**src/rtl/io_map.sv**
```systemverilog
// Shared MMIO map for the button/display responder: default addresses,
// button bit positions and the layout of the output status word.
package io_map;

    localparam int unsigned ADDR_BTNC_DEF = 1000;
    localparam int unsigned ADDR_OUT_DEF  = 2000;
    localparam int unsigned ADDR_BTNL_DEF = 3000;
    localparam int unsigned ADDR_BTNR_DEF = 4000;
    localparam int unsigned ADDR_BTNU_DEF = 5000;
    localparam int unsigned ADDR_BTND_DEF = 6000;

    localparam int unsigned NUM_BTN   = 5;
    localparam int unsigned BTN_C     = 0;
    localparam int unsigned BTN_D     = 1;
    localparam int unsigned BTN_L     = 2;
    localparam int unsigned BTN_R     = 3;
    localparam int unsigned BTN_U     = 4;

    localparam int unsigned DATA_W    = 32;
    localparam int unsigned STAT_CNT_W = 5;

    // Status word returned by a load of the output-FIFO address.
    typedef struct packed {
        logic [22:0]           rsvd_hi;
        logic [STAT_CNT_W-1:0] count;
        logic [1:0]            rsvd_lo;
        logic                  overflow;
        logic                  full;
    } io_status_t;

endpackage

```
**src/rtl/io_out_fifo.sv**
```systemverilog
// Output FIFO feeding the display consumer.
// Ports: clock/reset (async active-low), push/pop strobes, din/dout data,
// full/empty flags and occupancy count. Caller must not push when full
// unless popping in the same cycle, and must not pop when empty.
module io_out_fifo #(
    parameter int unsigned DEPTH = 4,
    parameter int unsigned WIDTH = 32
) (
    input  logic                     clock,
    input  logic                     reset,
    input  logic                     push,
    input  logic                     pop,
    input  logic [WIDTH-1:0]         din,
    output logic [WIDTH-1:0]         dout,
    output logic                     full,
    output logic                     empty,
    output logic [$clog2(DEPTH):0]   count
);

    localparam int unsigned AW = $clog2(DEPTH);
    localparam int unsigned CW = AW + 1;

    logic [WIDTH-1:0] mem_q [DEPTH];
    logic [AW-1:0]    wr_ptr_q, wr_ptr_d;
    logic [AW-1:0]    rd_ptr_q, rd_ptr_d;
    logic [CW-1:0]    count_q, count_d;

    // Pointer/count next state; pointers wrap naturally (DEPTH is a power of two).
    always_comb begin
        wr_ptr_d = wr_ptr_q;
        rd_ptr_d = rd_ptr_q;
        count_d  = count_q;
        if (push) begin
            wr_ptr_d = wr_ptr_q + AW'(1);
        end
        if (pop) begin
            rd_ptr_d = rd_ptr_q + AW'(1);
        end
        if (push && !pop) begin
            count_d = count_q + CW'(1);
        end else if (pop && !push) begin
            count_d = count_q - CW'(1);
        end
    end

    always_ff @(posedge clock or negedge reset) begin
        if (!reset) begin
            wr_ptr_q <= '0;
            rd_ptr_q <= '0;
            count_q  <= '0;
        end else begin
            wr_ptr_q <= wr_ptr_d;
            rd_ptr_q <= rd_ptr_d;
            count_q  <= count_d;
        end
    end

    // Storage needs no reset: contents are only observed while count > 0.
    always_ff @(posedge clock) begin
        if (push) begin
            mem_q[wr_ptr_q] <= din;
        end
    end

    assign dout  = mem_q[rd_ptr_q];
    assign full  = (count_q == CW'(DEPTH));
    assign empty = (count_q == '0);
    assign count = count_q;

endmodule

```
**src/rtl/mmio_io_responder.sv**
```systemverilog
// Memory-mapped I/O responder: sticky button-press events readable (and
// cleared) by loads, plus a store-fed output FIFO for a display consumer.
// Ports: clock/reset (async active-low); address_dmem/wren/data processor
// access; btn debounced levels; q_io/io_hit registered load response;
// out_data/out_valid/out_ready consumer handshake; out_overflow sticky flag.
module mmio_io_responder
    import io_map::*;
#(
    parameter int unsigned FIFO_DEPTH = 4,
    parameter int unsigned ADDR_BTNC  = ADDR_BTNC_DEF,
    parameter int unsigned ADDR_OUT   = ADDR_OUT_DEF,
    parameter int unsigned ADDR_BTNL  = ADDR_BTNL_DEF,
    parameter int unsigned ADDR_BTNR  = ADDR_BTNR_DEF,
    parameter int unsigned ADDR_BTNU  = ADDR_BTNU_DEF,
    parameter int unsigned ADDR_BTND  = ADDR_BTND_DEF
) (
    input  logic                clock,
    input  logic                reset,
    input  logic [DATA_W-1:0]   address_dmem,
    input  logic                wren,
    input  logic [DATA_W-1:0]   data,
    input  logic [NUM_BTN-1:0]  btn,
    output logic [DATA_W-1:0]   q_io,
    output logic                io_hit,
    output logic [DATA_W-1:0]   out_data,
    output logic                out_valid,
    input  logic                out_ready,
    output logic                out_overflow
);

    localparam int unsigned CW = $clog2(FIFO_DEPTH) + 1;

    logic [NUM_BTN-1:0] btn_prev_q;
    logic [NUM_BTN-1:0] evt_q, evt_d;
    logic [NUM_BTN-1:0] btn_edge_c, btn_sel_c, seen_c;
    logic [DATA_W-1:0]  q_io_q, q_io_d;
    logic               io_hit_q, io_hit_d;
    logic               ovf_q, ovf_d;
    logic               out_sel_c, push_c, pop_c;
    logic               fifo_full, fifo_empty;
    logic [CW-1:0]      fifo_count;
    io_status_t         status_c;

    // Rising-edge detect and one-hot button-address decode (loads only).
    assign btn_edge_c = btn & ~btn_prev_q;
    assign seen_c     = evt_q | btn_edge_c;
    assign out_sel_c  = (address_dmem == 32'(ADDR_OUT));
    assign btn_sel_c  = {NUM_BTN{~wren}} & {
        (address_dmem == 32'(ADDR_BTNU)),
        (address_dmem == 32'(ADDR_BTNR)),
        (address_dmem == 32'(ADDR_BTNL)),
        (address_dmem == 32'(ADDR_BTND)),
        (address_dmem == 32'(ADDR_BTNC))
    };

    // A coincident edge is reported by the load and consumed with the event.
    assign evt_d = seen_c & ~btn_sel_c;

    // FIFO control: a store while full is accepted only if a pop frees a slot.
    assign pop_c  = out_valid & out_ready;
    assign push_c = wren & out_sel_c & (~fifo_full | pop_c);
    assign ovf_d  = ovf_q | (wren & out_sel_c & fifo_full & ~pop_c);

    always_comb begin
        status_c          = '0;
        status_c.full     = fifo_full;
        status_c.overflow = ovf_q;
        status_c.count    = STAT_CNT_W'(fifo_count);
    end

    // Load response mux.
    always_comb begin
        q_io_d   = '0;
        io_hit_d = 1'b0;
        if (|btn_sel_c) begin
            q_io_d   = {31'b0, |(seen_c & btn_sel_c)};
            io_hit_d = 1'b1;
        end else if (!wren && out_sel_c) begin
            q_io_d   = status_c;
            io_hit_d = 1'b1;
        end
    end

    // All-ones reset of btn_prev suppresses events for buttons held through reset.
    always_ff @(posedge clock or negedge reset) begin
        if (!reset) begin
            btn_prev_q <= '1;
            evt_q      <= '0;
            q_io_q     <= '0;
            io_hit_q   <= 1'b0;
            ovf_q      <= 1'b0;
        end else begin
            btn_prev_q <= btn;
            evt_q      <= evt_d;
            q_io_q     <= q_io_d;
            io_hit_q   <= io_hit_d;
            ovf_q      <= ovf_d;
        end
    end

    io_out_fifo #(
        .DEPTH (FIFO_DEPTH),
        .WIDTH (DATA_W)
    ) u_fifo (
        .clock (clock),
        .reset (reset),
        .push  (push_c),
        .pop   (pop_c),
        .din   (data),
        .dout  (out_data),
        .full  (fifo_full),
        .empty (fifo_empty),
        .count (fifo_count)
    );

    assign q_io         = q_io_q;
    assign io_hit       = io_hit_q;
    assign out_valid    = ~fifo_empty;
    assign out_overflow = ovf_q;

endmodule
```
**config.mk**
```make
export PLATFORM = sky130hd
export DESIGN_NAME = mmio_io_responder
export DESIGN_NICKNAME = d
export VERILOG_FILES = /design/src/rtl/io_map.sv /design/src/rtl/io_out_fifo.sv /design/src/rtl/mmio_io_responder.sv
export SDC_FILE = /design/constraint.sdc
export NUM_CORES = 1
export LEC_CHECK = 0
export CORE_ASPECT_RATIO = 1.4
export CORE_MARGIN = 8
export CORE_UTILIZATION = 30
export CTS_CLUSTER_DIAMETER = 120
export DETAILED_ROUTE_END_ITERATION = 16
export GPL_ROUTABILITY_DRIVEN = 1
export PLACE_DENSITY = 0.54
export SLEW_MARGIN = 10
export SYNTH_ARGS = -nofsm -noshare
export SYNTH_HDL_FRONTEND = slang
export SYNTH_HIERARCHICAL = 1
export SYNTH_SLANG_ARGS = --single-unit
```
**constraint.sdc**
```tcl
create_clock -name clock -period 2.65 [get_ports clock]
set_clock_uncertainty 0.1 [all_clocks]
set_input_delay 0.265 -clock clock [delete_from_list [all_inputs] [get_ports clock]]
set_output_delay 0.265 -clock clock [all_outputs]
set_load 0.01 [all_outputs]
```
# Word-level counts from Yosys, hierarchy flattened
# Memory sizes are Yosys's and may differ from the RTL's.
# Cells that the tools add are included.
[op_classes] addsub=4 n_eq_ne=7 muxes=8 bitwise=18 n_reduce_logical=10
[ops] cell="32-bit by 12-bit equality test with 1-bit output (second input constant)" n=2
[ops] cell="32-bit by 13-bit equality test with 1-bit output (second input constant)" n=2
[ops] cell="32-bit by 10-bit equality test with 1-bit output (second input constant)" n=1
[ops] cell="32-bit by 11-bit equality test with 1-bit output (second input constant)" n=1
[ops] cell="32-bit two-way mux" n=1
[ops] cell="5-bit AND" n=4
[ops] cell="5-bit NOT" n=2
[ops] cell="5-bit OR reduction" n=2
[ops] cell="7-bit two-way mux" n=1
[ops] cell="3-bit two-way mux" n=2
[ops] cell="1-bit AND" n=5
[ops] cell="5-bit bitwise OR" n=1
[ops] cell="2-bit by 1-bit adder with 2-bit output (second input constant)" n=2
[ops] cell="1-bit two-way mux" n=4
[ops] cell="1-bit NOT" n=4
[ops] cell="3-bit by 1-bit adder with 3-bit output (second input constant)" n=1
[ops] cell="3-bit equality test (second input constant)" n=1
[ops] cell="1-bit logical AND" n=3
[ops] cell="1-bit zero test" n=3
[ops] cell="3-bit zero test" n=1
[ops] cell="3-bit by 1-bit subtractor with 3-bit output (second input constant)" n=1
[ops] cell="1-bit bitwise OR" n=2
[ops] cell="2-bit nonzero test" n=1
[totals] regBits=51 mem_bits_rw=128 in_bits=73 out_inout_bits=67 word_cells=56 mem_count=1
[memory_table] memory="u_fifo.mem_q" words=4 word_bits=32 read_ports=1 rd_ports_with_merged_regs=0 write_ports=1 line="io_out_fifo.sv:23" text="logic [WIDTH-1:0] mem_q [DEPTH];"

# Depth between registers and ports, before layout
[depth] word_depth=9 depth_mapped=11 ltp_nobuf=11

# Hierarchy
# Netlist, hierarchy kept.
[modules_own_cells] module="io_out_fifo" n_inst=1 cells_each=202 area_per_inst_um2=5059.9
[modules_own_cells] module="mmio_io_responder" n_inst=1 cells_each=113 area_per_inst_um2=1086.0

# Worst setup path before layout
# No wires, ideal clock.
[synth_path] kind="in2reg" start="in address_dmem[26]" end="mem u_fifo.mem_q[2][0], enable pin" setup_ns=0.392 arrival_time_ns=2.375 required_ns=2.158 setup_slack_ns=-0.217 stages=5 n_path_buf=0 cell_sequence="or4_4 nor3_4 nand4b_1 a21oi_1 and2_1"
[synth_between] elab_chain_cells=5
[synth_lines] element="start, declared" line="mmio_io_responder.sv:19" text="input logic [DATA_W-1:0] address_dmem,"
[synth_lines] element="32-bit by 11-bit equality test with 1-bit output" line="mmio_io_responder.sv:47" text="assign out_sel_c = (address_dmem == 32'(ADDR_OUT));"
[synth_lines] element="1-bit AND (2 in a row)" line="mmio_io_responder.sv:61" text="assign push_c = wren & out_sel_c & (~fifo_full | pop_c);"
[synth_lines] element="via push_c" line="mmio_io_responder.sv:39" text="logic out_sel_c, push_c, pop_c;"
[synth_lines] element="1-bit two-way mux" line="io_out_fifo.sv:60" text="if (push) begin"
[synth_lines] element="1-bit two-way mux (implied by the code)" line="io_out_fifo.sv:61" text="mem_q[wr_ptr_q] <= din;"
[synth_lines] element="end, declared" line="io_out_fifo.sv:23"
# The timed path passes the listed nets, and every way through them passes these cells.

# Worst setup path in the final report
[layout_path] start="reg u_fifo.rd_ptr_q[0]" end="out out_data[23]"
[layout_between] elab_chain_cells=1
[layout_lines] element="start, declared" line="io_out_fifo.sv:25" text="logic [AW-1:0] rd_ptr_q, rd_ptr_d;"
[layout_lines] element="start signal, assigned" line="io_out_fifo.sv:53" text="rd_ptr_q <= rd_ptr_d;"
[layout_lines] element="memory 4 x 32 bit"
[layout_lines] element="end, declared" line="mmio_io_responder.sv:25" text="output logic [DATA_W-1:0] out_data,"
# No other way between the ends.

==> flow_summary.ini <==
[setup_path]
crit_chain = buf_12 -> buf_12 -> mux4_2 -> clkdlybuf4s50_1
cp_common_cell = buf_12
cp-start-kind = register
critPathCaptureType = output port
critPathSlowestCell = dfrtp_4
max_stage_delay_ns = 0.53
arrival_ns = 2.20
crit_path_max_fanout = 8
required_ns = 2.29
worstSetupPathType = register to output port

[place]
place_congestion = 0.791
io_buffers = 112
placed_area_um2 = 7700
hpwl_um = 8920
dp_cells = 698

[detailed_routing]
route.vias.total = 3309
drc_errors = 0
drtPass1Iterations = 5
drt_iter0_drc = 181
routed_wl_um = 12900
ant_nets = 0
wl_per_cell_um = 17.5
viasPerCell = 4.49

[power_and_ir_drop]
pwr-share-comb_pct = 3.4
powerDensity_nw_per_um2 = 625
p_sw_share_pct = 20.1
power.leakage_nw = 2.97
power_frac_clock_pct = 47.3
intPower_mw = 4.21
vdd_drop_max_mv = 0.407
p_sw_mw = 1.06
pwr-share-seq_pct = 49.3

[synthesis]
ys_seq_elements = 152
synth_edf_count = 128
ys_async_sr_fraction_pct = 15.8
synth_cells = 315
synth-seq-area-share_pct = 72.4
synthDistinctLibCells = 51
synthFlopType = edfxtp_1
synth_warnings = 6
syn_area_per_cell_um2 = 19.5
synth_area_um2 = 6150

[cts]
clock_path_buffers = 2
clk_pin_slew_ns = 0.06
cts_root_buf = clkbuf_16
cts-buffers-inserted = 17
htreeDepth = 4
cts_tree = yes
clk_latency_ns = 0.41
hold_buffers = 0
numClockSinks = 152

[timing]
fin_crit_sh_pct = 97.0
maxSlewViolCount = 0
min_period_ns = 2.57
setup_viol = 0
clock.fmax_ghz = 0.389
hold_viol = 0

[die]
core_area_um2 = 20300
start_util_pct = 30.2
die_w_um = 137
ios = 140
die-area_um2 = 25400
fp.dieH_um = 185
rows = 62

[cells_and_area]
antenna_cells = 0
syn2layout_area_growth_pct = 37.3
regArea_um2 = 4460
fin_area_um2 = 8440
utilization_pct = 41.5
drive_gt1_share_pct = 24.1
finalNonFillerCells = 737
multi_input_area_um2 = 1490
fin_nets = 547
fillCellCount = 1857

[global_routing]
grt_pass1_wl_um = 20400
track_usage_pct = 10.8
grt_max_degree = 33
grt_pass1_vias = 3873
antenna_found_initial = 1
overflow = 0

[status]
status = finished, final reports clean

[run]
cap_violations = 0

[hold_path]
hp-class = input pin to asynchronous set/reset pin
## final cells by class
cell class	count	area share [%]
well taps	256	3.80
clock inverters	14	2.22
clock buffers	18	5.09
repair buffers	143	17.9
flip-flops and latches	152	52.8
multi-input cells	143	17.6
inverters	11	0.489
## layer usage
| metal | share of wire [%] | up-vias | wire [um] | global-route usage, % |
|---|---|---|---|---|
| li1 | - | 1494 | - | - |
| met1 | 38 | 1686 | 4880 | 11.2 |
| met2 | 52 | 112 | 6770 | 18.8 |
| met3 | 8.7 | 15 | 1120 | 4.80 |
| met4 | 1.2 | 2 | 149 | 3.66 |
| met5 | 0.10 | - | 13 | 0 |
## power groups by stage
| stage | logic (mW) | clock network [mW] | registers, mW |
|---|---|---|---|
| after global placement | 0.171 | 0 | 2.65 |
| final | 0.179 | 2.50 | 2.60 |
| after CTS | 0.179 | 2.56 | 2.60 |
| after global routing | 0.196 | 2.66 | 2.60 |
| after floorplan | 0.0571 | 0 | 2.65 |
| after detailed placement | 0.177 | 0 | 2.65 |
## Yosys cell counts, types with 4 or more instances
cell type	count	area [um2]
a21oi_1	7	35.0
edfxtp_1	128	3840
buf_4	27	203
inv_1	11	41.3
nand2_1	6	22.5
nor4_1	4	25.0
mux4_2	28	631
dfstp_2	5	131
nor2_1	10	37.5
ha_1	5	62.6
and2_1	8	50.1
mux4_1	4	105
xor2_1	4	35.0
dfrtp_1	19	475
## what timing repair did
action	4_1_cts	5_1_grt
endpoints found under the setup margin	29	14
endpoints found under the hold margin	0	0
gates resized for setup	4	10
setup buffers	3	4
pin swaps	0	7
## worst paths after layout
path,from,endpoint,slack (ns),depth (start not counted)
setup / recovery,u_fifo/rd_ptr_q[0],out_data[23],0.08,4
hold / removal,reset,evt_q[2],0.11,2
setup reg to reg,u_fifo/count[0],u_fifo/count[2],0.47,11
hold reg to reg,evt_q[0],evt_q[0],0.41,2
max in group asynchronous,reset,btn_prev_q[4],2.05,2
min in group clock,address_dmem[29],q_io[0],0.19,4
## kinds of logic (layout without fill, tap and decap cells)
family	count (synthesis)	count (layout)	share of synthesized area (%)
AO/OA/AOI/OAI	18	18	1.97
other	1	27	0.0610
buffers and inverters	46	186	5.44
AND/OR/NAND/NOR	53	53	5.76
flip-flops	152	152	72.4
multiplexers	33	33	12.2
adder cells (fa/ha/maj)	6	6	1.34
XOR/XNOR	6	6	0.855
## layout by cell type, fill, tap and decap left out, types with 4 or more instances in the layout
| master | n |
|---|---|
| a21oi_1 | 6 |
| and2_1 | 4 |
| and2_2 | 4 |
| buf_12 | 11 |
| buf_4 | 18 |
| clkbuf_16 | 17 |
| clkdlybuf4s50_1 | 106 |
| conb_1 | 27 |
| dfrtp_1 | 17 |
| dfstp_2 | 5 |
| dlymetal6s2s_1 | 6 |
| edfxtp_1 | 128 |
| ha_1 | 4 |
| inv_1 | 10 |
| inv_6 | 4 |
| mux4_1 | 4 |
| mux4_2 | 28 |
| nand2_1 | 6 |
| nor2_1 | 10 |
| xor2_1 | 4 |
## flip-flops by register name, summed over array words and instances (netlist names)
signal,count
out_overflow,1
u_fifo/mem_q,128
u_fifo/wr_ptr_q,2
btn_prev_q,5
u_fifo/rd_ptr_q,2
u_fifo/count,3
q_io,5
evt_q,5
io_hit,1
## per-stage QoR
stage / hold WS, ns / TNS, ns / setup WS [ns] / total power, mW
6_report: 0.108 / 0 / 0.0808 / 5.27
5_1_grt: 0.126 / -0.00442 / -0.00442 / 5.45
4_1_cts: 0.103 / 0 / 0.00658 / 5.34
3_5_place_dp: 0.395 / -27.03 / -0.465 / 2.83
3_3_place_gp: 0.384 / -10.83 / -0.327 / 2.82
2_1_floorplan: -0.131 / 0 / 0.0345 / 2.71
## critical path: cells and delay by family (launching register included)
family / cells / cell delay [ns]
flops: 1 / 0.53
mux: 1 / 0.50
buf+inv: 3 / 0.76
(Power assumes the default switching activity.)
